<file path="src/rtl/shift_pkg.sv">
// Shared definitions for the shift deserializer.
//   DEFAULT_N : default word width in bits
//   state_e   : control FSM states (IDLE waits for a frame start, SHIFT
//               collects bits of a frame)
package shift_pkg;

  localparam int DEFAULT_N = 8;

  typedef enum logic {
    IDLE  = 1'b0,
    SHIFT = 1'b1
  } state_e;

endpackage

</file>
<file path="src/rtl/shift_capture.sv">
// Capture register and bit counter of the shift deserializer.
// Ports:
//   clk, rst    : clock and synchronous active-high reset
//   clear_i     : start of a new frame; counter restarts
//   shift_en_i  : shift sin_i into the capture register this edge
//   dir_i       : 1 = shift left (first bit ends in MSB), 0 = shift right
//   sin_i       : serial data bit
//   word_o      : capture register value after shifting in sin_i; this is
//                 the completed word on the edge that samples the last bit
//   last_o      : counter holds N-1, i.e. the next shifted bit completes a word
module shift_capture
  import shift_pkg::*;
#(
  parameter int N = DEFAULT_N,
  localparam int CNT_W = $clog2(N)
) (
  input  logic         clk,
  input  logic         rst,
  input  logic         clear_i,
  input  logic         shift_en_i,
  input  logic         dir_i,
  input  logic         sin_i,
  output logic [N-1:0] word_o,
  output logic         last_o
);

  logic [N-1:0]     cap_q, cap_d;
  logic [CNT_W-1:0] cnt_q, cnt_d;
  logic [N-1:0]     shifted;

  assign shifted = dir_i ? {cap_q[N-2:0], sin_i} : {sin_i, cap_q[N-1:1]};
  assign word_o  = shifted;
  assign last_o  = (cnt_q == CNT_W'(N - 1));

  always_comb begin
    cap_d = cap_q;
    cnt_d = cnt_q;
    if (clear_i) begin
      // A bit arriving together with the frame start is bit 0 of the frame.
      cnt_d = shift_en_i ? CNT_W'(1) : '0;
      if (shift_en_i) cap_d = shifted;
    end else if (shift_en_i) begin
      cap_d = shifted;
      cnt_d = last_o ? '0 : cnt_q + CNT_W'(1);
    end
  end

  always_ff @(posedge clk) begin
    if (rst) begin
      cap_q <= '0;
      cnt_q <= '0;
    end else begin
      cap_q <= cap_d;
      cnt_q <= cnt_d;
    end
  end

endmodule

</file>
<file path="src/rtl/shift_deserializer.sv">
// Serial-to-parallel converter with start-delimited frames and a one-word
// output register.
// Ports:
//   clk, rst   : clock and synchronous active-high reset
//   start      : begins a new N-bit frame (abandons any partial frame)
//   sin_valid  : qualifies sin
//   sin        : serial data bit
//   dir        : bit order, latched at frame start (1 = MSB first)
//   dout       : assembled word
//   dout_valid : dout holds an unconsumed word
//   dout_ready : consumer accepts dout
//   busy       : a frame is in progress (FSM is in SHIFT)
//   overrun    : sticky; a completed word was dropped because dout was full
//
// Output handshake: a word transfers on any edge where dout_valid=1 and
// dout_ready=1. dout is stable while dout_valid=1 and not consumed. A word
// completing while dout is full and not being consumed is dropped and raises
// overrun; a word completing on the same edge as a consumption replaces it.
module shift_deserializer
  import shift_pkg::*;
#(
  parameter int N = DEFAULT_N
) (
  input  logic         clk,
  input  logic         rst,
  input  logic         start,
  input  logic         sin_valid,
  input  logic         sin,
  input  logic         dir,
  output logic [N-1:0] dout,
  output logic         dout_valid,
  input  logic         dout_ready,
  output logic         busy,
  output logic         overrun
);

  state_e       state_q, state_d;
  logic         dir_q, dir_d;
  logic [N-1:0] dout_q, dout_d;
  logic         dout_valid_q, dout_valid_d;
  logic         overrun_q, overrun_d;

  logic         cap_clear, cap_shift, dir_eff, dir_load;
  logic         last;
  logic [N-1:0] word;
  logic         frame_done;

  // The Nth bit of a frame is being sampled this edge.
  assign frame_done = (state_q == SHIFT) && sin_valid && last;

  shift_capture #(.N(N)) u_capture (
    .clk        (clk),
    .rst        (rst),
    .clear_i    (cap_clear),
    .shift_en_i (cap_shift),
    .dir_i      (dir_eff),
    .sin_i      (sin),
    .word_o     (word),
    .last_o     (last)
  );

  // FSM state register
  always_ff @(posedge clk) begin
    if (rst) state_q <= IDLE;
    else     state_q <= state_d;
  end

  // FSM next state
  always_comb begin
    state_d = state_q;
    case (state_q)
      IDLE:    if (start) state_d = SHIFT;
      SHIFT:   if (frame_done && !start) state_d = IDLE;
      default: state_d = IDLE;
    endcase
  end

  // FSM outputs
  always_comb begin
    busy      = (state_q == SHIFT);
    cap_clear = 1'b0;
    cap_shift = 1'b0;
    dir_eff   = dir_q;
    dir_load  = 1'b0;
    case (state_q)
      IDLE: begin
        if (start) begin
          cap_clear = 1'b1;
          cap_shift = sin_valid;
          dir_eff   = dir;
          dir_load  = 1'b1;
        end
      end
      SHIFT: begin
        if (frame_done) begin
          // The finishing bit belongs to the current frame; a start on this
          // edge opens the next frame with an empty counter (which the
          // counter wrap already provides).
          cap_shift = 1'b1;
          dir_load  = start;
        end else if (start) begin
          cap_clear = 1'b1;
          cap_shift = sin_valid;
          dir_eff   = dir;
          dir_load  = 1'b1;
        end else begin
          cap_shift = sin_valid;
        end
      end
      default: ;
    endcase
  end

  assign dir_d = dir_load ? dir : dir_q;

  // Output register
  always_comb begin
    dout_d       = dout_q;
    dout_valid_d = dout_valid_q;
    overrun_d    = overrun_q;
    if (frame_done) begin
      if (!dout_valid_q || dout_ready) begin
        dout_d       = word;
        dout_valid_d = 1'b1;
      end else begin
        overrun_d = 1'b1;
      end
    end else if (dout_valid_q && dout_ready) begin
      dout_valid_d = 1'b0;
    end
  end

  always_ff @(posedge clk) begin
    if (rst) begin
      dir_q        <= 1'b0;
      dout_q       <= '0;
      dout_valid_q <= 1'b0;
      overrun_q    <= 1'b0;
    end else begin
      dir_q        <= dir_d;
      dout_q       <= dout_d;
      dout_valid_q <= dout_valid_d;
      overrun_q    <= overrun_d;
    end
  end

  assign dout       = dout_q;
  assign dout_valid = dout_valid_q;
  assign overrun    = overrun_q;

endmodule

</file>
<file path="config.mk">
export PLATFORM = sky130hd
export DESIGN_NAME = shift_deserializer
export DESIGN_NICKNAME = d
export VERILOG_FILES = /design/src/rtl/shift_pkg.sv /design/src/rtl/shift_capture.sv /design/src/rtl/shift_deserializer.sv
export SDC_FILE = /design/constraint.sdc
export NUM_CORES = 1
export LEC_CHECK = 0
export BUFFER_PORTS_ARGS = -buffer_cell sky130_fd_sc_hd__buf_2
export CAP_MARGIN = 20
export CORE_MARGIN = 5
export CORE_UTILIZATION = 34
export DETAILED_ROUTE_END_ITERATION = 8
export PLACE_DENSITY = 0.54
export SYNTH_ARGS = -nofsm -noshare
export SYNTH_HDL_FRONTEND = slang
export SYNTH_SLANG_ARGS = --single-unit
</file>
<file path="constraint.sdc">
create_clock -name clk -period 1.7 [get_ports clk]
set_input_delay 0.085 -clock clk [delete_from_list [all_inputs] [get_ports clk]]
set_output_delay 0.085 -clock clk [all_outputs]
set_load 0.02 [all_outputs]
</file>
==> key figures, run 1 <==
Cells and area
  • Final Instance Area: roughly 0.0012 sq mm
  • Layout area overhead: 21.1%
  • Share of post-route cells with drive strength above 1: approximately 30%
  • Total Nets Final: between 100 and 150
  • Utilization after layout: a little over two fifths
  • Final Non-Filler Cells: ~160
  • Antenna Cells: 0

Clock network
  • Post-CTS Repair Setup Buffers: 0
  • TritonCTS clock tree: done
  • Root buffer selected by CTS: sky130_fd_sc_hd__clkbuf_4
  • CTS HTree Levels: 1
  • Clock buffers created by TritonCTS: 3
  • Clock Tree Buf Depth: 2
  • Clock insertion delay at the later pin of the skew report: 0.31 ns
  • Num Clock Sinks: 23
  • Clock transition time at the flip-flop clock pins of the worst setup and hold paths: 0.13 ns

Setup path
  • Arrival @ worst endpoint: approximately 1.8 ns
  • Critical path startpoint: u_capture.cnt_q[0]
  • Critical-path top delay cell: sky130_fd_sc_hd__dfxtp_2
  • Critical path endpoint category: flop
  • Critical path's largest stage delay: 0.35 ns
  • Highest net fanout along the worst path: 8
  • Cell chain of the critical path: ha_2 > ha_4 > and3_4 > o211ai_2 > buf_6 > nand2_1 > a311oi_1
  • Required time at the endpoint of the critical path: 1.93 ns
  • Kind of critical path: flop to flop
  • Origin of the critical flop-to-flop path: u_capture.cnt_q[0]
  • Launching element type of the critical path: flop

Yosys
  • Prevailing post-synth register cell: sky130_fd_sc_hd__dfxtp_1
  • Post-Synth Adder-Cell Area: between 2 and 3%
  • Synthesis Warnings: 0
  • Combinational family with the most area after synthesis: compound AO/OA/AOI/OAI gates
  • Library cell with the highest instance count after synthesis: sky130_fd_sc_hd__dfxtp_1
  • Fraction of synthesized area in multiplexers: 2.08%
  • Cell types with the highest counts after synthesis: sky130_fd_sc_hd__dfxtp_1, sky130_fd_sc_hd__nor2_1, sky130_fd_sc_hd__nand2_1, sky130_fd_sc_hd__a311oi_1, sky130_fd_sc_hd__a21oi_1
  • Synthesized-area fraction occupied by ao, oa, aoi and oai cells: 22.4%
  • Post-Syn Area: 965 sq um
  • Fraction of registers with async set or reset after synthesis: 0%
  • Flops & latches, synth: 23
  • Biggest area contributors in the synthesized netlist: sky130_fd_sc_hd__dfxtp_1, sky130_fd_sc_hd__a311oi_1, sky130_fd_sc_hd__nor2_1
  • Number of nets produced by synthesis: between 100 and 150
  • Area share of the largest cell type after synthesis: 47.7%
  • Average cell area after synthesis: between 9 and 10 sq um
  • Post-synthesis simple-gate area fraction: between 20% and 30%
  • Number of different library cells in the post-synthesis netlist: 20
  • Sequential element share of the synthesized area: between 40% and 50%
  • Post-Synthesis Cells: roughly 110
  • Xor/xnor cell area share of the yosys netlist: 0%
  • Most area-hungry cell type in the Yosys netlist: sky130_fd_sc_hd__dfxtp_1
  • Number of flops mapped to enable cells by yosys: 0

Floorplanning
  • X dimension of the die: around 63 microns
  • Ports: 18
  • Die Footprint: 0.00400 sq mm
  • Initial core utilization: between 30% and 40%
  • Cell Rows: 19
  • Core outline area: between 0.002 and 0.003 sq mm
  • Vert. Die Dim: about 63 microns

Global route
  • Global Route Usage Sum: about a tenth
  • Antenna violations before repair: 0
  • First-pass GRT wire length: 3480 microns
  • Total grt overflow: 0
  • Via count of the first global-routing pass: 806
  • Largest net degree at the start of global routing: 24

Timing
  • Max-slew headroom: roughly 71%
  • Final Cycle Share: ~95%
  • Final setup violation count: 0
  • Count of pins over their slew limit: 0
  • Final Critical Period: 1.61 ns
  • Clock Skews: about 0.017 ns
  • Post-route worst setup slack: 0.0871 ns
  • Unrepaired setup endpoints after global routing: false
  • Final Hold Violating Endpoints: 0
  • Highest Clock Rate: about 0.62 GHz
  • Pin slew with the least headroom to its limit: ~0.44 ns
  • Summed negative setup slack over all endpoints: 0 ns

Route
  • Post-DR vias/cell: 5.30
  • Antenna-violating nets left: 0
  • TritonRoute pass-1 iters: 2
  • Wire per inst: between 10 and 15 microns
  • Total via count after detailed routing: roughly 840
  • Final routed DRC violation total: 0
  • Number of DRC violations after detailed-routing iteration 0: 17
  • Total Routed Length: approximately 2000 microns

Place
  • Port bufs: 17
  • Total instance count after detailed placement: about 150
  • Setup slack after placement: between 0.04 and 0.05 ns
  • Hpwl dp: ~1500 microns
  • Routability-driven placement congestion ratio: approximately 0.71
  • Cell area after placement: between 0.001 and 0.0015 sq mm

Power
  • Power Density: between 700 and 800 mW/mm^2
  • VDD IR-drop max: about 0.38 mV
  • Leakage power: between 0.4 and 0.5 nW

Outcome
  • Run status: completed

Hold path
  • Worst min-delay path startpoint: start
  • Path type of the worst min-delay path: input pin to flop

Run
  • Max Cap Violations: 0
[path summary, 6_finish.rpt]
path,endpoint,slack [ns],cells past startpoint
max,u_capture.cap_q[4],0.09,7
min,u_capture.cnt_q[2],0.03,2
max reg2reg,u_capture.cap_q[4],0.09,7
min reg2reg,overrun,0.48,2
[cell type report]
class                      count  area, sq um
sequential                    23          462
clock inverter                 1         5.00
tap                           31         38.8
multi-input combinational     78          514
clock buffer                   3         22.5
timing repair buffer          22          126
fill                         298         1570
[layout by cell type (no fill, tap or decap)]
cell,n
sky130_fd_sc_hd__nand2b_1,2
sky130_fd_sc_hd__o211ai_2,1
sky130_fd_sc_hd__nand2_2,2
sky130_fd_sc_hd__clkinv_2,1
sky130_fd_sc_hd__a31oi_1,1
sky130_fd_sc_hd__a211oi_1,2
sky130_fd_sc_hd__dfxtp_1,22
sky130_fd_sc_hd__nand2_1,16
sky130_fd_sc_hd__ha_2,1
sky130_fd_sc_hd__mux2i_1,2
sky130_fd_sc_hd__clkbuf_4,3
sky130_fd_sc_hd__nor2_1,22
sky130_fd_sc_hd__ha_4,1
sky130_fd_sc_hd__buf_4,4
sky130_fd_sc_hd__o211a_4,1
sky130_fd_sc_hd__dfxtp_2,1
sky130_fd_sc_hd__a311oi_2,3
sky130_fd_sc_hd__nor2b_1,2
sky130_fd_sc_hd__buf_2,17
sky130_fd_sc_hd__nand3_2,1
sky130_fd_sc_hd__and3_4,1
sky130_fd_sc_hd__a21oi_1,5
sky130_fd_sc_hd__a311oi_1,13
sky130_fd_sc_hd__nor2_4,1
sky130_fd_sc_hd__nand4_1,1
sky130_fd_sc_hd__buf_6,1
[metrics by stage]
stage / hold slack, ns / total power, mW
finish: 0.0325 / 0.923
global route: 0.0268 / 0.983
CTS: 0.0250 / 0.931
detailed placement: 0.378 / 0.682
global placement: 0.370 / 0.680
floorplan: 0.157 / 0.651
[routing by layer]
metal	up-vias	part of all wire, %	global-route usage [%]
met1	397	47	12.7
met4	0	0.90	5.45
met2	8	49	17.4
met5	-	0	0
met3	2	3.3	2.49
li1	430	-	-
[worst max-delay path: cells and delay by family, from the launching register on]
family	cells	cell delay, ns
simple gates	2	0.24
buf+inv	1	0.15
flops	1	0.35
compound gates	2	0.44
fa+ha+maj	2	0.36
[registers in the layout, indices dropped and copies added (netlist names)]
signal / flops
busy: 1
u_capture.cnt_q: 3
overrun: 1
dir_q: 1
dout: 8
dout_valid: 1
u_capture.cap_q: 8
[where the power goes]
group / switching [mW] / internal (mW) / total [mW] / leakage [nW]
combinational: 0.0625 / 0.0402 / 0.103 / 0.232
sequential: 0.0159 / 0.559 / 0.575 / 0.188
clock: 0.157 / 0.0877 / 0.245 / 0.0177
[what timing repair did]
action,CTS,global route
pin swaps,0,2
cloned,0,0
endpoints found under the setup margin,1,15
endpoints found under the hold margin,0,0
hold buffers,0,0
gates resized for setup,1,10
[kinds of logic (layout without fill, tap and decap cells)]
logic type | count (synthesis) | after routing
simple gates | 48 | 48
compound gates | 26 | 26
flops | 23 | 23
buf+inv | 5 | 26
fa+ha+maj | 2 | 2
mux | 2 | 2
No activity file was read; power rests on OpenSTA's default activity.
==> run 2: changes to the inputs <==
- SETUP_SLACK_MARGIN: not set -> 0.3
==> run 2 against run 1 <==
Cell count increased by 1.9%. Critical path depth unchanged. Sequential power increased by 0.7%. Utilization increased by 3.2 points. Largest power group unchanged. Highest routed layer unchanged.
==> key figures, run 2 (synthesis results as in run 1) <==
Outcome
  • Run status: completed

Timing
  • Final Hold Violating Endpoints: 0
  • Clock Skews: 0.00351 ns
  • Worst slack on hold paths: 0.0315 ns
  • Highest Clock Rate: between 0.6 and 0.7 GHz
  • Pin slew with the least headroom to its limit: between 0.4 and 0.5 ns
  • Final setup violation count: 0
  • Final Critical Period: between 1.5 and 2 ns
  • Final Cycle Share: a little over nine tenths
  • Count of pins over their slew limit: 0
  • Unrepaired setup endpoints after global routing: true
  • Summed negative setup slack over all endpoints: 0 ns
  • Post-route worst setup slack: 0.0528 ns
  • Max-slew headroom: around 70%

Cells and area
  • Share of post-route cells with drive strength above 1: between 40% and 50%
  • Antenna Cells: 0
  • Fill cell total of the finished layout: around 270
  • Layout area overhead: 30.4%
  • Seq. cell area: between 400 and 500 sq um
  • Total Nets Final: between 100 and 150
  • Most frequent standard cell in the layout excluding fill and tap cells: sky130_fd_sc_hd__nor2_1
  • Most frequent cells in the layout: sky130_fd_sc_hd__nor2_1, sky130_fd_sc_hd__dfxtp_1, sky130_fd_sc_hd__buf_2
  • Utilization after layout: 46.0%
  • Footprint of the multi-input gates: about 570 sq um

Clock network
  • Clock transition time at the flip-flop clock pins of the worst setup and hold paths: 0.12 ns
  • Root buffer selected by CTS: sky130_fd_sc_hd__clkbuf_4
  • Clock buffers created by TritonCTS: 3
  • TritonCTS clock tree: done
  • CTS HTree Levels: 1
  • Post-cts hold buffer count: 0
  • Clock Tree Buf Depth: 2
  • Num Clock Sinks: 23
  • Clock insertion delay at the later pin of the skew report: 0.30 ns

Setup path
  • Cell class contributing the biggest share of worst-path delay: compound AO/OA/AOI/OAI gates
  • Setup slack, reg-to-reg: 0.05 ns
  • Required time at the endpoint of the critical path: between 1.5 and 2 ns
  • Cell chain of the critical path: ha_4 > ha_4 > and3_4 > o211ai_4 > buf_4 > nand2_2 > a311oi_2
  • Count of buffer and inverter cells on the critical path: 1
  • Launching element type of the critical path: flop
  • Capture point of the worst reg-to-reg path: dout[2]
  • Most common cell type on the critical path: sky130_fd_sc_hd__ha_4
  • Critical-path top delay cell: sky130_fd_sc_hd__dfxtp_2
  • Critical path depth: 7
  • Origin of the critical flop-to-flop path: u_capture.cnt_q[1]
  • Kind of critical path: flop to flop
  • Critical path endpoint category: flop
  • Worst reg2reg path depth: 7
  • Critical path's largest stage delay: roughly 0.36 ns
  • Highest net fanout along the worst path: 5
  • Arrival @ worst endpoint: 1.87 ns

Run
  • Max Cap Violations: 0

Place
  • Routability-driven placement congestion ratio: between 0.7 and 0.8
  • Hpwl dp: 1400 microns
  • Setup slack after placement: 0.103 ns
  • Port bufs: 17

Route
  • TritonRoute pass-1 iters: 4
  • Total Routed Length: 2110 microns
  • Max layer used: met4
  • Wire length on met2: 931 microns
  • Post-DR vias/cell: roughly 5.4
  • Final routed DRC violation total: 0
  • Wl on met1: between 1000 and 1500 microns
  • Antenna-violating nets left: 0
  • Wire per inst: 13.1 microns
  • Number of DRC violations after detailed-routing iteration 0: 17
  • Total via count after detailed routing: ~870
  • Length of routed met3 wiring: approximately 100 microns

Floorplanning
  • Vert. Die Dim: roughly 63 microns
  • Ports: 18
  • Cell Rows: 19
  • Core outline area: 0.00273 sq mm
  • Die Footprint: 0.00400 sq mm
  • X dimension of the die: around 63 microns
  • Initial core utilization: 35.3%

Global route
  • Largest net degree at the start of global routing: 24
  • Global Route Usage Sum: 10.4%
  • Via count of the first global-routing pass: around 810
  • Antenna violations before repair: 0
  • Total grt overflow: 0
  • First-pass GRT wire length: between 3000 and 4000 microns

Power
  • VDD IR-drop max: about 0.54 mV
  • Leakage power: about 0.46 nW
  • Power Density: 753 mW/mm^2

Hold path
  • Number of cells traversed by the worst hold path: 2
  • Endpoint of the worst hold path: u_capture.cnt_q[1]
  • Worst min-delay path startpoint: start
  • Path type of the worst min-delay path: input pin to flop
run 2: what timing repair did:
action | in CTS | in global routing
cloned | 0 | 0
gates resized for setup | 4 | 12
pin swaps | 5 | 7
setup buffers | 3 | 4
endpoints found under the setup margin | 16 | 18
run 2: layer usage:
layer / track usage, % / vias to the layer above
li1: - / 439
met1: 13.9 / 415
met2: 16.5 / 15
met3: 3.37 / 2
met4: 1.56 / 0
met5: 0 / -
run 2: where the power goes:
part	internal, mW	leakage, nW	total, mW	switching, mW
clock	0.0915	0.0150	0.251	0.160
combinational	0.0477	0.256	0.116	0.0687
sequential	0.560	0.189	0.579	0.0193
total	0.699	0.459	0.946	0.248
run 2: final cells by class:
type	count	area share (%)
Timing Repair Buffer	25	12.8
Multi-Input combinational cell	78	45.1
Clock buffer	4	2.09
Tap cell	31	3.08
Sequential cell	23	36.9
run 2: stage by stage:
stage               total power, mW  cells  cell area [sq um]
floorplan                     0.656    106               1010
global placement              0.683    150               1100
detailed placement            0.685    150               1100
CTS                           0.943    157               1180
global route                  0.993    161               1260
finish                        0.946    161               1260
run 2: how the worst max path moves through the flow:
stage	start	endpoint
floorplan	u_capture.cnt_q[1]	u_capture.cap_q[3]
global placement	u_capture.cnt_q[0]	dout[3]
detailed placement	u_capture.cnt_q[1]	dout[2]
CTS	u_capture.cnt_q[1]	dout[3]
global route	u_capture.cnt_q[1]	dout[2]
finish	u_capture.cnt_q[1]	dout[2]
==> run 3: changes to the inputs <==
- CORE_ASPECT_RATIO: not set -> 0.8
==> run 3 against run 2 <==
Final area up 1.3%. Power up 0.99%. Clock power up 2%. Critical endpoint is now u_capture.cap_q[0]. Largest cell class unchanged. Largest power group unchanged.
==> key figures, run 3 (synthesis results as in run 1) <==
Outcome
  • Run status: completed

Cells and area
  • Utilization after layout: 46.4%
  • Share of post-route cells with drive strength above 1: around two fifths
  • Most frequent cells in the layout: sky130_fd_sc_hd__nor2_1, sky130_fd_sc_hd__dfxtp_1, sky130_fd_sc_hd__buf_2
  • Most frequent standard cell in the layout excluding fill and tap cells: sky130_fd_sc_hd__nor2_1
  • Layout area overhead: 32.0%
  • Final Instance Area: 0.00127 sq mm
  • Total Nets Final: around 140
  • Fill cell total of the finished layout: around 270
  • Antenna Cells: 0

Place
  • Port bufs: 17
  • Setup slack after placement: approximately 0.12 ns
  • Routability-driven placement congestion ratio: about 0.75
  • Cell area after placement: around 0.0011 sq mm
  • Hpwl dp: 1450 microns

Floorplanning
  • Cell Rows: 17
  • Core outline area: 0.00274 sq mm
  • Initial core utilization: 35.2%
  • X dimension of the die: ~70 microns
  • Vert. Die Dim: 57.6 microns
  • Ports: 18
  • Die Footprint: between 0.004 and 0.005 sq mm

Power
  • Part of the total power dissipated in the clock network: 26.7%
  • VDD IR-drop max: approximately 0.32 mV
  • Tot Pwr: between 0.9 and 1 mW
  • Net switching power of the design: 0.256 mW
  • Seq pwr share: about three fifths
  • Power Density: between 700 and 800 mW/mm^2
  • Leakage power: between 0.4 and 0.5 nW
  • Sw Share: 26.8%
  • Power share of the combinational group: 12.6%
  • Internal power: 0.700 mW

Route
  • Antenna-violating nets left: 0
  • Total via count after detailed routing: 842
  • TritonRoute pass-1 iters: 4
  • Wire length on met2: between 900 and 1000 microns
  • Total Routed Length: 2170 microns
  • Wl on met1: around 1100 microns
  • Length of routed met3 wiring: about 100 microns
  • Wire per inst: between 10 and 15 microns
  • Max layer used: met4
  • Post-DR vias/cell: around 5
  • Final routed DRC violation total: 0
  • Number of DRC violations after detailed-routing iteration 0: between 60 and 70

Clock network
  • Clock insertion delay at the later pin of the skew report: just over 0.3 ns
  • Clock transition time at the flip-flop clock pins of the worst setup and hold paths: ~0.12 ns
  • Root buffer selected by CTS: sky130_fd_sc_hd__clkbuf_4
  • Post-cts hold buffer count: 0
  • CTS HTree Levels: 1
  • TritonCTS clock tree: done
  • Num Clock Sinks: 23
  • Clock Tree Buf Depth: 2
  • Clock buffers created by TritonCTS: 3

Global route
  • Antenna violations before repair: 0
  • Via count of the first global-routing pass: 787
  • Largest net degree at the start of global routing: 24
  • Total grt overflow: 0
  • Global Route Usage Sum: ~11%
  • First-pass GRT wire length: ~3700 microns

Hold path
  • Endpoint of the worst hold path: u_capture.cnt_q[1]
  • Number of cells traversed by the worst hold path: 2
  • Worst min-delay path startpoint: start
  • Path type of the worst min-delay path: input pin to flop

Setup path
  • Origin of the critical flop-to-flop path: u_capture.cnt_q[1]
  • Critical path endpoint category: flop
  • Highest net fanout along the worst path: 7
  • Worst reg2reg path depth: 7
  • Launching element type of the critical path: flop
  • Capture point of the worst reg-to-reg path: u_capture.cap_q[0]
  • Required time at the endpoint of the critical path: around 1.9 ns
  • Kind of critical path: flop to flop
  • Setup slack, reg-to-reg: 0.07 ns
  • Arrival @ worst endpoint: 1.86 ns

Timing
  • Pin slew with the least headroom to its limit: 0.476 ns
  • Summed negative setup slack over all endpoints: 0 ns
  • Final setup violation count: 0
  • Final Critical Period: 1.63 ns
  • Clock Skews: roughly 0.0030 ns
  • Count of pins over their slew limit: 0
  • Final Hold Violating Endpoints: 0
  • Unrepaired setup endpoints after global routing: true
  • Max-slew headroom: between 60% and 70%
  • Final Cycle Share: between 90% and 100%
  • Highest Clock Rate: approximately 0.61 GHz
  • Post-route worst setup slack: 0.0659 ns

Run
  • Max Cap Violations: 0
[run 3: worst max-delay path by stage]
stage / from / endpoint / depth (start not counted) / slack (ns)
after floorplan: u_capture.cnt_q[1] / u_capture.cap_q[3] / 6 / 0.29
after global placement: u_capture.cnt_q[0] / dout[3] / 6 / 0.16
after detailed placement: u_capture.cnt_q[1] / dout[6] / 6 / 0.12
after CTS: u_capture.cnt_q[1] / u_capture.cap_q[4] / 6 / 0.1
after global routing: u_capture.cnt_q[0] / dout[2] / 7 / 0.02
final: u_capture.cnt_q[1] / u_capture.cap_q[0] / 7 / 0.07
[run 3: cell type report]
class	count	area, sq um	share of cell area, %
multi-input combinational	78	581	45.6
sequential	23	464	36.4
tap	38	47.5	3.73
clock buffer	4	26.3	2.06
timing repair buffer	23	155	12.2
[run 3: power groups by stage]
stage	clock network, mW	logic, mW	registers, mW
floorplan	0	0.0702	0.586
global placement	0	0.0952	0.588
detailed placement	0	0.0973	0.588
CTS	0.262	0.0981	0.576
global route	0.288	0.134	0.584
finish	0.256	0.120	0.580
[run 3: metal layers]
layer	vias to the layer above	track usage, %
met5	-	0
met4	0	3.34
met3	4	4.51
met2	12	17.7
met1	396	14.9
li1	430	-
[run 3: critical path, stage by stage (launching register included)]
cell	delay, ns
sky130_fd_sc_hd__dfxtp_2	0.36
sky130_fd_sc_hd__ha_4	0.16
sky130_fd_sc_hd__ha_4	0.16
sky130_fd_sc_hd__and3_4	0.20
sky130_fd_sc_hd__o211ai_4	0.23
sky130_fd_sc_hd__buf_12	0.16
sky130_fd_sc_hd__nand2_1	0.07
sky130_fd_sc_hd__a311oi_1	0.22
[run 3: what timing repair did]
action	4_1_cts	5_1_grt
cloned	0	0
gates resized for setup	1	17
endpoints found under the setup margin	16	18
buffers inserted	2	3
pin swaps	2	8
[run 3: stage by stage]
| step | std cells | hold WS (ns) |
|---|---|---|
| CTS | 163 | 0.0269 |
| floorplan | 106 | 0.157 |
| global route | 166 | 0.0400 |
| detailed placement | 157 | 0.371 |
| global placement | 157 | 0.368 |
| finish | 166 | 0.0313 |
